==> src/rtl/child_sweep_sequencer_pkg.sv <==
// child_seq_pkg: shared state encoding, default sizes and index-width helper for the sweep sequencer
package child_seq_pkg;
   typedef enum logic [1:0] {IDLE, LAUNCH, WAIT, FINISH} seq_state_e;
   localparam int NUM_CHILD_DEF = 10;
   localparam int TIMEOUT_DEF = 200;
   function automatic int idx_w(input int n);
      return (n <= 2) ? 1 : $clog2(n);
   endfunction
endpackage

==> src/rtl/child_sweep_sequencer_lowest_set_idx.sv <==
// lowest_set_idx: priority encoder returning the lowest set bit index and an any-set flag
module lowest_set_idx #(
   parameter int N = 10,
   parameter int W = 4
) (
   input  logic [N-1:0] i_mask,
   output logic [W-1:0] o_idx,
   output logic         o_any
);
   // scan from the top so the lowest set bit is the last one written
   always_comb begin
      o_idx = '0;
      for (int i = N - 1; i >= 0; i--) o_idx = i_mask[i] ? W'(i) : o_idx;
      o_any = |i_mask;
   end
endmodule

==> src/rtl/child_sweep_sequencer.sv <==
// child_sweep_sequencer: starts each enabled child in ascending order, waits for done or timeout, reports timeouts
module child_sweep_sequencer
   import child_seq_pkg::*;
#(
   parameter int NUM_CHILD = NUM_CHILD_DEF,
   parameter int TIMEOUT_W = 8,
   parameter int TIMEOUT = TIMEOUT_DEF,
   localparam int IDX_W = idx_w(NUM_CHILD)
) (
   input  logic                 clk,
   input  logic                 rst,
   input  logic                 cmd_valid,
   input  logic [NUM_CHILD-1:0] cmd_mask,
   output logic                 cmd_ready,
   input  logic                 abort,
   output logic [NUM_CHILD-1:0] child_start,
   input  logic [NUM_CHILD-1:0] child_done,
   output logic                 busy,
   output logic [IDX_W-1:0]     cur_idx,
   output logic [NUM_CHILD-1:0] timeout_mask,
   output logic                 sweep_done
);
   seq_state_e           r_state;
   logic [IDX_W-1:0]     r_idx, w_idx;
   logic [NUM_CHILD-1:0] r_rem, r_tmask, w_bit, w_rem_clr, w_enc_in;
   logic [TIMEOUT_W-1:0] r_cnt;
   logic                 r_done, w_any, w_hit, w_to;

   assign w_bit        = NUM_CHILD'(1) << r_idx;
   assign w_rem_clr    = r_rem & ~w_bit;
   assign w_enc_in     = (r_state == IDLE) ? cmd_mask : w_rem_clr;
   assign w_hit        = child_done[r_idx];
   assign w_to         = r_cnt == TIMEOUT_W'(TIMEOUT - 1);
   assign cmd_ready    = r_state == IDLE;
   assign busy         = r_state != IDLE;
   assign child_start  = (r_state == LAUNCH) ? w_bit : '0;
   assign cur_idx      = r_idx;
   assign timeout_mask = r_tmask;
   assign sweep_done   = r_done;

   lowest_set_idx #(.N(NUM_CHILD), .W(IDX_W)) u_enc (
      .i_mask(w_enc_in),
      .o_idx (w_idx),
      .o_any (w_any)
   );

   // sweep FSM: accept, launch one child, wait for its done or timeout, then advance or finish
   always_ff @(posedge clk or posedge rst) begin
      if (rst) begin
         r_state <= IDLE;
         r_idx   <= '0;
         r_rem   <= '0;
         r_tmask <= '0;
         r_cnt   <= '0;
         r_done  <= 1'b0;
      end else begin
         case (r_state)
            IDLE: if (cmd_valid) begin
               r_rem   <= cmd_mask;
               r_tmask <= '0;
               r_idx   <= w_idx;
               r_state <= w_any ? LAUNCH : FINISH;
               r_done  <= !w_any;
            end
            LAUNCH: begin
               r_cnt   <= '0;
               r_state <= abort ? FINISH : WAIT;
               r_done  <= abort;
               if (abort) r_rem <= '0;
            end
            WAIT: if (w_hit || w_to || abort) begin
               r_rem <= abort ? '0 : w_rem_clr;
               if (w_to && !w_hit) r_tmask <= r_tmask | w_bit;
               if (!abort && w_any) begin
                  r_idx   <= w_idx;
                  r_state <= LAUNCH;
               end else begin
                  r_state <= FINISH;
                  r_done  <= 1'b1;
               end
            end else begin
               r_cnt <= r_cnt + 1'b1;
            end
            FINISH: begin
               r_done  <= 1'b0;
               r_idx   <= '0;
               r_state <= IDLE;
            end
            default: r_state <= IDLE;
         endcase
      end
   end
endmodule

==> config.mk <==
export PLATFORM = sky130hd
export DESIGN_NAME = child_sweep_sequencer
export DESIGN_NICKNAME = d
export VERILOG_FILES = /design/src/rtl/child_sweep_sequencer_pkg.sv /design/src/rtl/child_sweep_sequencer_lowest_set_idx.sv /design/src/rtl/child_sweep_sequencer.sv
export SDC_FILE = /design/constraint.sdc
export NUM_CORES = 1
export LEC_CHECK = 0
export BUFFER_PORTS_ARGS = -buffer_cell sky130_fd_sc_hd__buf_2
export CAP_MARGIN = 10
export CORE_MARGIN = 10
export CORE_UTILIZATION = 58
export DETAILED_ROUTE_END_ITERATION = 10
export GPL_TIMING_DRIVEN = 1
export PLACE_DENSITY = 0.85
export SLEW_MARGIN = 20
export SYNTH_ARGS = -nofsm -noshare
export SYNTH_HDL_FRONTEND = slang
export SYNTH_HIERARCHICAL = 1
export SYNTH_SLANG_ARGS = --single-unit
export TNS_END_PERCENT = 5
==> constraint.sdc <==
create_clock -name clk -period 4.3 [get_ports clk]
set_clock_uncertainty 0.15 [all_clocks]
set_input_delay 0.215 -clock clk [delete_from_list [all_inputs] [get_ports clk]]
set_output_delay 0.215 -clock clk [all_outputs]
set_load 0.01 [all_outputs]
==> results.md <==
- Core Region: roughly 0.0037 mm2
- Synthesized area: 0.00223 mm2
- Synth Area in Compound Gates: roughly a fifth
- Critical path data required time: 4.33 ns
- Most frequent cells in the layout: nand2_1, buf_2, dfrtp_1
- Final setup viols: 0
- Synth Area per Inst: 8.56 um2
- Tmin final: 3.44 ns
- PnR worst setup slack: around 0.86 ns
- Actual slew at the worst max-slew pin: roughly 0.78 ns
- Row count: 22
- Final cell count without fillers: 357
- DP Wirelength: 4160 um
- Setup slack, reg-to-reg: between 0.8 and 0.9 ns
- Period utilisation layout: 79.9%
- Initial Utilization: a little over 60%
- Pin count of the biggest net entering global routing: 36
- Synth unique cells: 44
- DRC: 0
- Crit path DAT: roughly 3.5 ns
- WL per Instance: 15.7 um
- EDFF count, synth: 0
- Seq. cell area: 876 um2
- Final wirelength: 5600 um
- Vias post-DR: around 2.1k
- IO Port Bufs: 50
- Area of the multi-input gates: about 0.0013 mm2
- Final Cell Area: ~0.0026 mm2
- Final hold slack: approximately 0.020 ns
- FF-to-FF path depth: 9
- Placed cell area: about 0.0025 mm2
- Root buffer cell: clkbuf_8
- Layout cells sized above 1: approximately 23%
- Final-report hold violation count: 0
- Setup TNS: 0 ns
- Placer Congestion: 0.858
- Synthesized net count: 290
- Sequential Power Share: between 20% and 30%
- Synth Register Bits: 35
- Lkg Pwr: ~1.3 nW
- Total global-route track usage: 17.3%
- Die area: roughly 0.0067 mm2
- Post-CTS sizing: 0
- R2R Path End: cur_idx[1]
- Setup bufs post-CTS: 0
- CTS tree: done
- Filler instances: between 200 and 300
- Clk network pwr share: between 10 and 15%
- Critical Path End: cur_idx[1]
- RSZ-0062 raised after global routing: false
- Peak supply drop: approximately 0.36 mV
- FMAX: approximately 290 MHz
- CTS Hold Bufs: 1
- Post-route antenna net violation count: 0
- Vias/cell: 5.97
- Number of max-cap violations: 0
- Clock transition at path regs: roughly 0.070 ns
- Post-Synth XOR/XNOR Area: 0%
- TritonCTS Buffers: 5
- Worst slack, placed: 0.995 ns
- CP Max Fanout: 26
- Status: complete, no violations
- Cells after Synth: about 260
- Clock Tree Buf Depth: 2
- Pins Over Slew Limit: 0
- Primary FF master, synth: dfrtp_1
- Max transition margin: a little under half
- Worst r2r src: r_state[0]
- Placed cells: about 350
- Area grow syn2layout: 17.0%
- I/O Pins: just over 50
- Worst setup path start: r_state[0]
- Starting DRT DRC Count: ~140
- Logic gate share of total power: 56.7%
- Sw Ratio: approximately 45%
- Drt first pass iters: 4
- Int Power: between 0.9 and 1 mW
- Power per Cell Area: 652 mW/mm2
- Die Span X: 82.1 um
- Sink Count: 35
- CP Class: register to register
- Post-synthesis mux area share: 4.99%
- Simple logic cell fraction of the synthesized area: 29.5%
- Post-Synth Adder-Cell Area: approximately 2.8%
- Largest family of logic cells by synthesized area: simple AND/OR/NAND/NOR gates
- Critical Path Start Type: register
- Die Y: 82.1 um
- Nets@finish: between 300 and 400
- Async S/R FF share, synth: 100%
- Critical path endpoint category: register
- Vias in the first global route: roughly 2k
- Remaining Overflow, GRT: 0
- Ys Warns: 6
- Clock Latency Late Sink: approximately 0.29 ns
- Initial antenna violation count: 0
- # diodes: 0
- # H-tree levels: 2
- Register area share after synthesis: between 30% and 40%
- Net Sw Power: approximately 0.77 mW
- First-pass GRT wire length: roughly 9300 um
- Hold crit path type: input port to register
-- logic make-up after synthesis --
kind of cell | after synthesis
buffers and inverters | 21
adders and majority gates | 5
AOI/OAI and AO/OA | 58
DFF | 35
and+or+nand+nor | 132
muxes | 10
-- cell type report --
type	instances	area share, %
Multi-Input combinational cell	205	48.9
Tap cell	48	2.30
Clock buffer	6	3.16
Clock inverter	1	0.192
Timing Repair Buffer	54	10.8
Inverter	8	1.15
Sequential cell	35	33.5
-- flip-flops by register name, indices dropped and copies added (netlist names) --
| register | flops |
|---|---|
| cur_idx | 4 |
| r_cnt | 8 |
| r_rem | 10 |
| r_state | 2 |
| sweep_done | 1 |
| timeout_mask | 10 |
-- how the worst min path moves through the flow --
stage	startpoint	cells after the start	end	slack [ns]
global placement	rst	3	r_cnt[6]	0.19
detailed placement	rst	3	r_cnt[7]	0.19
finish	cmd_mask[3]	2	r_rem[3]	0.02
CTS	cmd_mask[9]	2	r_rem[9]	0.02
global route	cmd_mask[8]	2	r_rem[8]	0.03
floorplan	cmd_mask[8]	1	r_rem[8]	0.20
-- Yosys cell counts, drive strengths merged (3+ instances only) --
| cell type | n | area share (%) |
|---|---|---|
| a21oi | 5 | 1.1 |
| a22o | 13 | 5.1 |
| a32o | 8 | 3.6 |
| and3 | 11 | 3.1 |
| buf | 3 | 0.62 |
| clkbuf | 10 | 1.7 |
| dfrtp | 35 | 39 |
| ha | 5 | 2.8 |
| inv | 8 | 1.3 |
| mux2 | 9 | 4.5 |
| nand2 | 50 | 8.4 |
| nand2b | 7 | 2.0 |
| nand3 | 23 | 5.2 |
| nor2 | 14 | 2.4 |
| nor2b | 9 | 2.5 |
| nor3b | 4 | 1.8 |
| o21ai | 14 | 3.1 |
| o31ai | 3 | 1.0 |
| or3 | 3 | 0.84 |
-- per-layer routing --
metal / global-route usage, % / routed length, um / share of wire, %
met5: 0 / 0 / 0
met4: 6.63 / 80 / 1.4
met3: 5.24 / 538 / 9.6
met2: 26.8 / 2530 / 45
met1: 22.3 / 2450 / 44
-- critical path, cell delays in order, from the launching register on --
cell and delay (ns):
dfrtp_1 0.43, inv_1 0.13, ha_1 0.68, o21ai_0 0.34, nor4_1 0.58, nand3_1 0.25, nand2_1 0.15, a21oi_1 0.07
nand2_1 0.18, mux2_2 0.36
-- power by group through the flow --
stage | Clock [mW] | Sequential [mW] | Combinational [mW]
floorplan | 0 | 0.480 | 0.753
detailed placement | 0 | 0.504 | 0.957
global placement | 0 | 0.497 | 0.937
global route | 0.251 | 0.514 | 1.09
CTS | 0.240 | 0.498 | 0.963
finish | 0.237 | 0.500 | 0.966
-- metrics by stage --
step | power [mW] | util, %
4_1_cts | 1.70 | 70.8
6_report | 1.70 | 70.8
2_1_floorplan | 1.23 | -
5_1_grt | 1.86 | 70.8
3_5_place_dp | 1.46 | 68.2
3_3_place_gp | 1.43 | 68.2
(Power assumes the default switching activity.)
